<file path="src/rtl/prime_check_scheduler_if.sv">
// Request/response bundle between the requesting agents and the shared prime checker.
// The master side is the agents plus response consumer; the slave side is the scheduler.
interface prime_check_scheduler_if #(
    parameter int NUM_REQ = 4,
    parameter int W       = 8,
    parameter int ID_W    = 2
);
    logic [NUM_REQ-1:0]   req_valid;
    logic [NUM_REQ*W-1:0] req_num;
    logic [NUM_REQ-1:0]   req_ready;
    logic                 rsp_valid;
    logic                 rsp_ready;
    logic [ID_W-1:0]      rsp_id;
    logic [W-1:0]         rsp_num;
    logic                 rsp_prime;
    logic                 busy;

    modport master (
        output req_valid, req_num, rsp_ready,
        input  req_ready, rsp_valid, rsp_id, rsp_num, rsp_prime, busy
    );

    modport slave (
        input  req_valid, req_num, rsp_ready,
        output req_ready, rsp_valid, rsp_id, rsp_num, rsp_prime, busy
    );
endinterface

</file>
<file path="src/rtl/prime_check_scheduler.sv">
// Round-robin scheduler sharing one trial-division primality engine among NUM_REQ agents.
// One divisor is tried per cycle; the result is held on the response port until taken.
module prime_check_scheduler #(
    parameter int NUM_REQ = 4,
    parameter int W       = 8,
    parameter int ID_W    = 2
) (
    input  logic                     clk,
    input  logic                     reset,
    prime_check_scheduler_if.slave   bus
);

    localparam logic [1:0] S_IDLE = 2'd0;
    localparam logic [1:0] S_TEST = 2'd1;
    localparam logic [1:0] S_DONE = 2'd2;

    logic [1:0]      state_q, state_d;
    logic [ID_W-1:0] rr_ptr_q, rr_ptr_d;
    logic [ID_W-1:0] id_q, id_d;
    logic [W-1:0]    num_q, num_d;
    logic [W-1:0]    d_q, d_d;
    logic            prime_q, prime_d;

    logic            lo_found, hi_found, found;
    logic [ID_W-1:0] lo_winner, hi_winner, winner;
    logic [W-1:0]    win_num;
    logic [2*W-1:0]  d_sq;
    logic            divides;

    // Lowest valid lane at or after rr_ptr wins; otherwise wrap to the lowest valid lane.
    always_comb begin
        lo_found  = 1'b0;
        hi_found  = 1'b0;
        lo_winner = '0;
        hi_winner = '0;
        for (int k = NUM_REQ - 1; k >= 0; k--) begin
            if (bus.req_valid[k]) begin
                lo_found  = 1'b1;
                lo_winner = ID_W'(k);
                if (ID_W'(k) >= rr_ptr_q) begin
                    hi_found  = 1'b1;
                    hi_winner = ID_W'(k);
                end
            end
        end
        found  = lo_found;
        winner = hi_found ? hi_winner : lo_winner;
    end

    always_comb begin
        win_num = '0;
        for (int k = 0; k < NUM_REQ; k++) begin
            if (ID_W'(k) == winner) win_num = bus.req_num[k*W +: W];
        end
    end

    always_comb begin
        bus.req_ready = '0;
        for (int k = 0; k < NUM_REQ; k++) begin
            bus.req_ready[k] = (state_q == S_IDLE) && found && !reset && (ID_W'(k) == winner);
        end
    end

    // Square at double width so the stop condition never overflows.
    assign d_sq    = {{W{1'b0}}, d_q} * {{W{1'b0}}, d_q};
    assign divides = (d_q != '0) && ((num_q % d_q) == '0);

    always_comb begin
        state_d  = state_q;
        rr_ptr_d = rr_ptr_q;
        id_d     = id_q;
        num_d    = num_q;
        d_d      = d_q;
        prime_d  = prime_q;
        case (state_q)
            S_IDLE: begin
                if (found) begin
                    num_d    = win_num;
                    id_d     = winner;
                    rr_ptr_d = (winner == ID_W'(NUM_REQ - 1)) ? '0 : winner + ID_W'(1);
                    d_d      = W'(2);
                    if (win_num < W'(2)) begin
                        prime_d = 1'b0;
                        state_d = S_DONE;
                    end else begin
                        state_d = S_TEST;
                    end
                end
            end
            S_TEST: begin
                if (d_sq > {{W{1'b0}}, num_q}) begin
                    prime_d = 1'b1;
                    state_d = S_DONE;
                end else if (divides) begin
                    prime_d = 1'b0;
                    state_d = S_DONE;
                end else begin
                    d_d = d_q + W'(1);
                end
            end
            S_DONE: begin
                if (bus.rsp_ready) state_d = S_IDLE;
            end
            default: state_d = S_IDLE;
        endcase
    end

    always_ff @(posedge clk or posedge reset) begin
        if (reset) begin
            state_q  <= S_IDLE;
            rr_ptr_q <= '0;
            id_q     <= '0;
            num_q    <= '0;
            d_q      <= '0;
            prime_q  <= 1'b0;
        end else begin
            state_q  <= state_d;
            rr_ptr_q <= rr_ptr_d;
            id_q     <= id_d;
            num_q    <= num_d;
            d_q      <= d_d;
            prime_q  <= prime_d;
        end
    end

    assign bus.rsp_valid = (state_q == S_DONE);
    assign bus.rsp_id    = id_q;
    assign bus.rsp_num   = num_q;
    assign bus.rsp_prime = prime_q;
    assign bus.busy      = (state_q != S_IDLE);

endmodule
</file>
<file path="src/flat_wrapper.sv">
// flat-port wrapper written by rule: the top's interface ports become plain ports
module prime_check_scheduler_flat 
#(
    parameter int NUM_REQ = 4,
    parameter int W       = 8,
    parameter int ID_W    = 2
)
  (clk, reset, bus_req_valid, bus_req_num, bus_rsp_ready, bus_req_ready, bus_rsp_valid, bus_rsp_id, bus_rsp_num, bus_rsp_prime, bus_busy);
  prime_check_scheduler_if #(.NUM_REQ(NUM_REQ), .W(W), .ID_W(ID_W)) bus_i ();
  input  logic clk;
  input  logic reset;
  input wire logic [$bits(bus_i.req_valid)-1:0] bus_req_valid;
  input wire logic [$bits(bus_i.req_num)-1:0] bus_req_num;
  input wire logic [$bits(bus_i.rsp_ready)-1:0] bus_rsp_ready;
  output wire logic [$bits(bus_i.req_ready)-1:0] bus_req_ready;
  output wire logic [$bits(bus_i.rsp_valid)-1:0] bus_rsp_valid;
  output wire logic [$bits(bus_i.rsp_id)-1:0] bus_rsp_id;
  output wire logic [$bits(bus_i.rsp_num)-1:0] bus_rsp_num;
  output wire logic [$bits(bus_i.rsp_prime)-1:0] bus_rsp_prime;
  output wire logic [$bits(bus_i.busy)-1:0] bus_busy;
  assign bus_i.req_valid = bus_req_valid;
  assign bus_i.req_num = bus_req_num;
  assign bus_i.rsp_ready = bus_rsp_ready;
  assign bus_req_ready = bus_i.req_ready;
  assign bus_rsp_valid = bus_i.rsp_valid;
  assign bus_rsp_id = bus_i.rsp_id;
  assign bus_rsp_num = bus_i.rsp_num;
  assign bus_rsp_prime = bus_i.rsp_prime;
  assign bus_busy = bus_i.busy;
  prime_check_scheduler #(.NUM_REQ(NUM_REQ), .W(W), .ID_W(ID_W)) u_core (.clk(clk), .reset(reset), .bus(bus_i));
endmodule
</file>
<file path="config.mk">
export PLATFORM = sky130hd
export DESIGN_NAME = prime_check_scheduler_flat
export DESIGN_NICKNAME = d
export VERILOG_FILES = /design/src/rtl/prime_check_scheduler_if.sv /design/src/rtl/prime_check_scheduler.sv /design/src/flat_wrapper.sv
export SDC_FILE = /design/constraint.sdc
export NUM_CORES = 1
export LEC_CHECK = 0
export ABC_AREA = 1
export BUFFER_PORTS_ARGS = -buffer_cell sky130_fd_sc_hd__buf_2
export CAP_MARGIN = 20
export CORE_MARGIN = 5
export CORE_UTILIZATION = 59
export CTS_BUF_LIST = sky130_fd_sc_hd__clkbuf_2
export CTS_CLUSTER_SIZE = 16
export DETAILED_ROUTE_END_ITERATION = 8
export PLACE_DENSITY = 0.9
export SYNTH_ARGS = -nofsm -noshare
export SYNTH_HDL_FRONTEND = slang
export SYNTH_SLANG_ARGS = --single-unit
</file>
<file path="constraint.sdc">
create_clock -name clk -period 23.9 [get_ports clk]
set_input_delay 1.195 -clock clk [delete_from_list [all_inputs] [get_ports clk]]
set_output_delay 1.195 -clock clk [all_outputs]
set_load 0.05 [all_outputs]
</file>
**Word-level counts from Yosys, hierarchy flattened**

Index checks and enable logic that the tools add are counted.

- Flip-flop bits (word level): 23
- Bits of input ports: 39
- Output and inout port bits: 17
- Word-level logic and storage cells: 91

- $add $sub $neg: 2
- Multiply operators: 1
- Div/mod/pow operators: 1
- Magnitude comparators: 6
- Equality and inequality tests: 12
- Mux-type cells: 45
- Reduce and logical (&&, ||, !) cells: 18

Operators with widths:

| cell | count |
|---|---|
| 8-bit two-way mux | 7 |
| 2-bit two-way mux | 19 |
| 16-bit by 8-bit > comparator with 1-bit output | 1 |
| 8-bit by 8-bit multiplier with 16-bit output | 1 |
| 1-bit two-way mux | 16 |
| 8-bit one-hot mux with 2 select lines | 1 |
| 8-bit by 1-bit adder with 8-bit output (second input constant) | 1 |
| 8-bit zero test | 1 |
| 8-bit by 2-bit < comparator with 1-bit output (second input constant) | 1 |
| 8-bit by 8-bit modulo with 8-bit output | 1 |
| 2-bit inequality test (second input constant) | 4 |
| 4-bit AND reduction | 2 |
| 8-bit nonzero test | 1 |
| 1-bit logical AND | 7 |
| 2-bit one-hot mux with 3 select lines | 1 |
| 2-bit == test (first input constant) | 2 |
| 2-bit == test (second input constant) | 2 |
| 1-bit by 2-bit >= comparator with 1-bit output (first input constant) | 2 |
| 2-bit >= comparator (first input constant) | 2 |
| 2-bit zero test | 2 |
| 2-bit nonzero test | 2 |
| 3-bit by 1-bit inequality test with 1-bit output (second input constant) | 1 |
| 3-bit AND reduction | 1 |
| 2-bit by 1-bit adder with 2-bit output (second input constant) | 1 |
| 6 further kinds | 6 |

**Logic depth before layout (Yosys ltp)**

- Depth after elaboration: 19
- Depth in mapped cells: 77
- Mapped depth without buffers: 77

**Worst setup path before layout**

No wires, ideal clock.

- Path type: register to register
- From: register u_core.d_q[0]
- To: register u_core.d_q[5]
- Setup time: 0.074 ns
- Data arrival time: 8.893 ns
- Required time: 23.826 ns
- Slack: 14.933 ns
- Cell stages (with the launch flop): 72
- Path buffers: 1
- Period minus slack after synthesis: 8.967 ns
- Cells stage by stage: dfrtp_1 inv_1 ha_1 o21ai_0 inv_1 nand3_1 nand2_1 ha_1 o21ai_0 nand2_1 nand2_1 nand2_1 nand2_1 ha_1 nand2_1 nand3b_1 nand2_1 nand2_1 (+36 left out) nand2_1 nand3_2 o21ai_1 inv_1 fa_1 nor2_1 nor2_1 o211ai_1 xor2_1 nand3_1 o21ai_0 nand2_1 a21oi_2 nand3_2 nand2_4 buf_8 nand2_1 o21ai_2

- Longest elaborated chain between the ends: 5
- Elaborated cells between the ends (all ways): 13
- Classes of those cells: add/sub: 1; mul: 1; div: 1; order compare: 1; eq/ne: 2; mux: 3; reduce/logical: 4

RTL lines:

| element | line | text |
|---|---|---|
| start: declaration | prime_check_scheduler.sv:21 | `logic [W-1:0] d_q, d_d;` |
| start signal: assignment | prime_check_scheduler.sv:114 | `d_q <= '0;` |
| start signal: assignment | prime_check_scheduler.sv:121 | `d_q <= d_d;` |
| 8-bit by 8-bit modulo with 8-bit output | prime_check_scheduler.sv:66 | `assign divides = (d_q != '0) && ((num_q % d_q) == '0);` |
| 8-bit zero test | prime_check_scheduler.sv:66 |  |
| 1-bit logical AND | prime_check_scheduler.sv:66 |  |
| 2-bit inequality test (no source line) | -- |  |
| 4-bit AND reduction (no source line) | -- |  |

Several ways; a longest one is shown, not always the timed one. The select of a mux whose other input is x is not followed.
A chain may end at the register's enable or synchronous reset.

**Final worst setup path**

- From: register u_core.d_q[0]
- To: register u_core.d_q[4]

Same word-level chain as after synthesis.

==> results.env <==
RUN_STATUS='complete, no violations'
DETAIL_ROUTE.VIAS_PER_CELL=5.54
ROWS=35
WORST_SETUP_HOLD_PATH_CLK_SLEW_NS=0.23
MULTI_INPUT_GATE_AREA_IN_THE_FINAL_LAYOUT_UM2=4230
PATH_TYPE_OF_THE_WORST_MIN_DELAY_PATH='register to register'
YOSYS_WARNINGS=0
CP-END-KIND='register'
SYNTH-ASYNC-RESET-RATIO_PCT=100
BUFFERS_FROM_CLOCK_ROOT_TO_SINK_AT_MOST=2
RSZ0062_AT_GRT='no'
NETLIST_INSTANCES=792
SYNTH_EDF_COUNT=0
DESIGN.FINAL.NETS=981
CRITICAL_PATH.MAX_FANOUT=14
TIMING.SETUP.TNS_NS=0
MAX_SLEW.WORST_PIN.SLEW_NS=0.879
REMAINING_DRC_ERRORS=0
CELL_AT_THE_ROOT_OF_THE_CLOCK_TREE='clkbuf_2'
CRITICAL_PATH_REQUIRED_NS=24.18
WORSTSKEWPAIRLATENCY_NS=0.35
CORE_REGION_AREA_UM2=9060
REPORT.FINAL.HOLD_VIOL_COUNT=0
SYN2LAYOUT_AREA_GROWTH_PCT=6.32
TIMING.CRITICAL_PATH.BUF_INV=11
FIRST_GLOBAL_VIAS=5106
MIN_PERIOD_NS=10.51
CLOCK_BUFFERS_CREATED_BY_TRITONCTS=3
CRITPATHMAXSTAGEDELAY_NS=0.62
GRT_START_MAX_NET_PINS=25
STARTING_DENSITY_PCT=59.6
YOSYS_MOST_USED_DFF='dfrtp_1'
WORST_PATH_DOMINANT_CELL_FAMILY='simple AND/OR/NAND/NOR gates'
GRT_ANTENNA_BEFORE_REPAIR=0
NUM_IO_PINS=56
NUMCLOCKSINKS=23
FINCLKSKEW_NS=0.0271
HOLD_BUFFERS=0
ROUTED_WL_UM=13100
DIE-AREA_UM2=11200
FINAL_MAX_SLEW_VIOL_COUNT=0
STARTPOINT_TYPE='register'
DRV.MAX_CAP_VIOLATION_COUNT=0
FINAL_CELL_COUNT_NO_FILL=944
STDCELL_AREA_UM2=5750
SYNTH_CELL_TYPES=48
REPORT.FINAL.SETUP_VIOL=0
SYNTH.TOP_CELL.AREA_SHARE_PCT=19.0
PRECTSSETUPSLACK_NS=13.60
NFILLCELLS=776
CRITICAL_PATH.SLOWEST_CELL='o311ai_0'
REGISTER_AREA_SHARE_AFTER_SYNTHESIS_PCT=10.6
POSTLAYOUTSETUPSLACKWORST_NS=13.39
WORST_EP_ARRIVAL_TIME_NS=10.80
ROUTED_WIRE_LENGTH_PER_INSTANCE_UM=13.9
YOSYS_REGISTER_BITS=23
R2R_SETUP_SLACK_NS=13.39
HTREEDEPTH=1
ANTENNA_VIOLATING_NETS_LEFT=0
DETAILROUTE.VIA_COUNT=5226
DETAIL_ROUTE.FIRST_PASS.ITERATIONS=6
GP_ROUTABILITY_CONGESTION=0.959
FP.DIEW_UM=106
IO_BUFFERS=55
FP.DIEH_UM=106
POSTPLACECELLAREA_UM2=5730
REGISTER_AREA_UM2=576
LAYOUT-DRIVE-GT1-SHARE_PCT=12.8
DP_CELLS=940
TRITONCTS='yes'
DETAILED_PLACE_HPWL_UM=10900
POSTCTSSETUPREPAIRBUFS=0
CRITPATHMOSTFREQUENTCELL='nand2_1'
GRTUSAGETOTAL_PCT=23.7
DIODES=0
MAXIMUM_ACHIEVABLE_FREQUENCY_MHz=95.1
NETLIST_TOP_CELLS_AREA='ha_1, nand2_1, dfrtp_1'
GLOBALROUTE.TOTALOVERFLOW=0
MAPPEDNETLISTNETS=939
DR_ITER_0_VIOLS=404
POST_SYNTH_INSTANCE_AREA_UM2=5410
CRITICAL_PATH_CLASS='register to register'
GRT_PASS1_WL_UM=22600
AVGSYNTHCELLAREA_UM2=6.83
MAX-SLEW-MARGIN-REL_PCT=41.4
FIN_CRIT_SH_PCT=44.0
CTS_RESIZED=0
POST-SYNTH-TOP-AREA-CELL='ha_1'
## per-stage QoR
step,hold WS (ns),utilization (%)
after global routing,0.578,63.4
after floorplan,0.527,-
after CTS,0.519,63.4
final,0.514,63.4
after global placement,0.465,63.2
after detailed placement,0.471,63.2
## final cells by class
class                   count  area share (%)
clock buffers               3           0.261
clock inverters             1          0.0871
inverters                 133            8.82
multi-input cells         618            73.6
flip-flops and latches     23            10.0
well taps                 111            2.42
repair buffers             55            4.79
## worst paths after layout
path                                      start                     to  cells after the start
max in group asynchronous                 reset  u_core.bus.rsp_num[4]                      2
max                               u_core.d_q[0]          u_core.d_q[4]                     69
min                        u_core.bus.rsp_prime   u_core.bus.rsp_prime                      2
min reg2reg                u_core.bus.rsp_prime   u_core.bus.rsp_prime                      2
min in group asynchronous                 reset      u_core.state_q[1]                      2
max reg2reg                       u_core.d_q[0]          u_core.d_q[4]                     69
## sequential cells by signal, summed over array words and instances (netlist names)
| name | flops |
|---|---|
| u_core.bus.rsp_num | 8 |
| u_core.d_q | 8 |
| u_core.bus.rsp_prime | 1 |
| u_core.bus.rsp_id | 2 |
| u_core.state_q | 2 |
| u_core.rr_ptr_q | 2 |
## kinds of logic after synthesis
| group | count (synthesis) | share of synthesized area (%) |
|---|---|---|
| xor+xnor | 43 | 6.97 |
| compound gates | 128 | 14.0 |
| fa+ha+maj | 108 | 28.6 |
| flops | 23 | 10.6 |
| simple gates | 339 | 28.7 |
| buf+inv | 151 | 11.1 |
## synth_stat cells, types with 2 or more instances
cell type / instances
a211oi_1: 3
a21o_1: 4
a21oi_1: 40
a21oi_2: 2
a22oi_1: 2
a31oi_1: 4
and2_1: 5
buf_2: 5
clkbuf_1: 10
clkinv_1: 2
dfrtp_1: 23
fa_1: 26
ha_1: 82
inv_1: 124
inv_2: 5
nand2_1: 189
nand2_2: 7
nand2_4: 2
nand3_1: 39
nand3_2: 9
nand3b_1: 3
nand4_1: 6
nor2_1: 59
nor2_4: 6
nor3_1: 7
o211ai_1: 2
o211ai_2: 2
o21a_1: 2
o21ai_0: 41
o21ai_1: 7
o21ai_2: 6
o21bai_1: 3
o311ai_0: 3
o31ai_1: 5
or2_2: 3
xnor2_1: 12
xor2_1: 31
## tightest hold or removal path: cells and delay by family (launching register included)
kind / cells / cell delay [ns]
flops: 1 / 0.40
simple gates: 2 / 0.10
## metal layers
| metal | part of all wire [%] | up-vias | track usage, % |
|---|---|---|---|
| met5 | 0 | - | 0 |
| li1 | - | 2622 | - |
| met1 | 44 | 2390 | 30.6 |
| met2 | 47 | 179 | 42.0 |
| met3 | 6.0 | 35 | 2.14 |
| met4 | 2.6 | 0 | 7.31 |
## placed cells by master, fill, tap and decap left out, drive strengths merged
cell    instances
nand2         198
inv           130
ha             82
nor2           65
buf            55
o21ai          54
nand3          49
a21oi          42
xor2           31
fa             26
dfrtp          23
xnor2          12
nor3            8
nand4           6
o31ai           5
and2            5
a21o            4
a31oi           4
or2             4
nand3b          4
o211ai          4
clkinv          4
o21bai          3
a211oi          3
o311ai          3
clkbuf          3
a22oi           2
o21a            2
a31o            1
o22ai           1
Power is left out: the tool's default activity adds up to more than one toggle a clock period on the data nets, which glitch-free logic cannot reach.
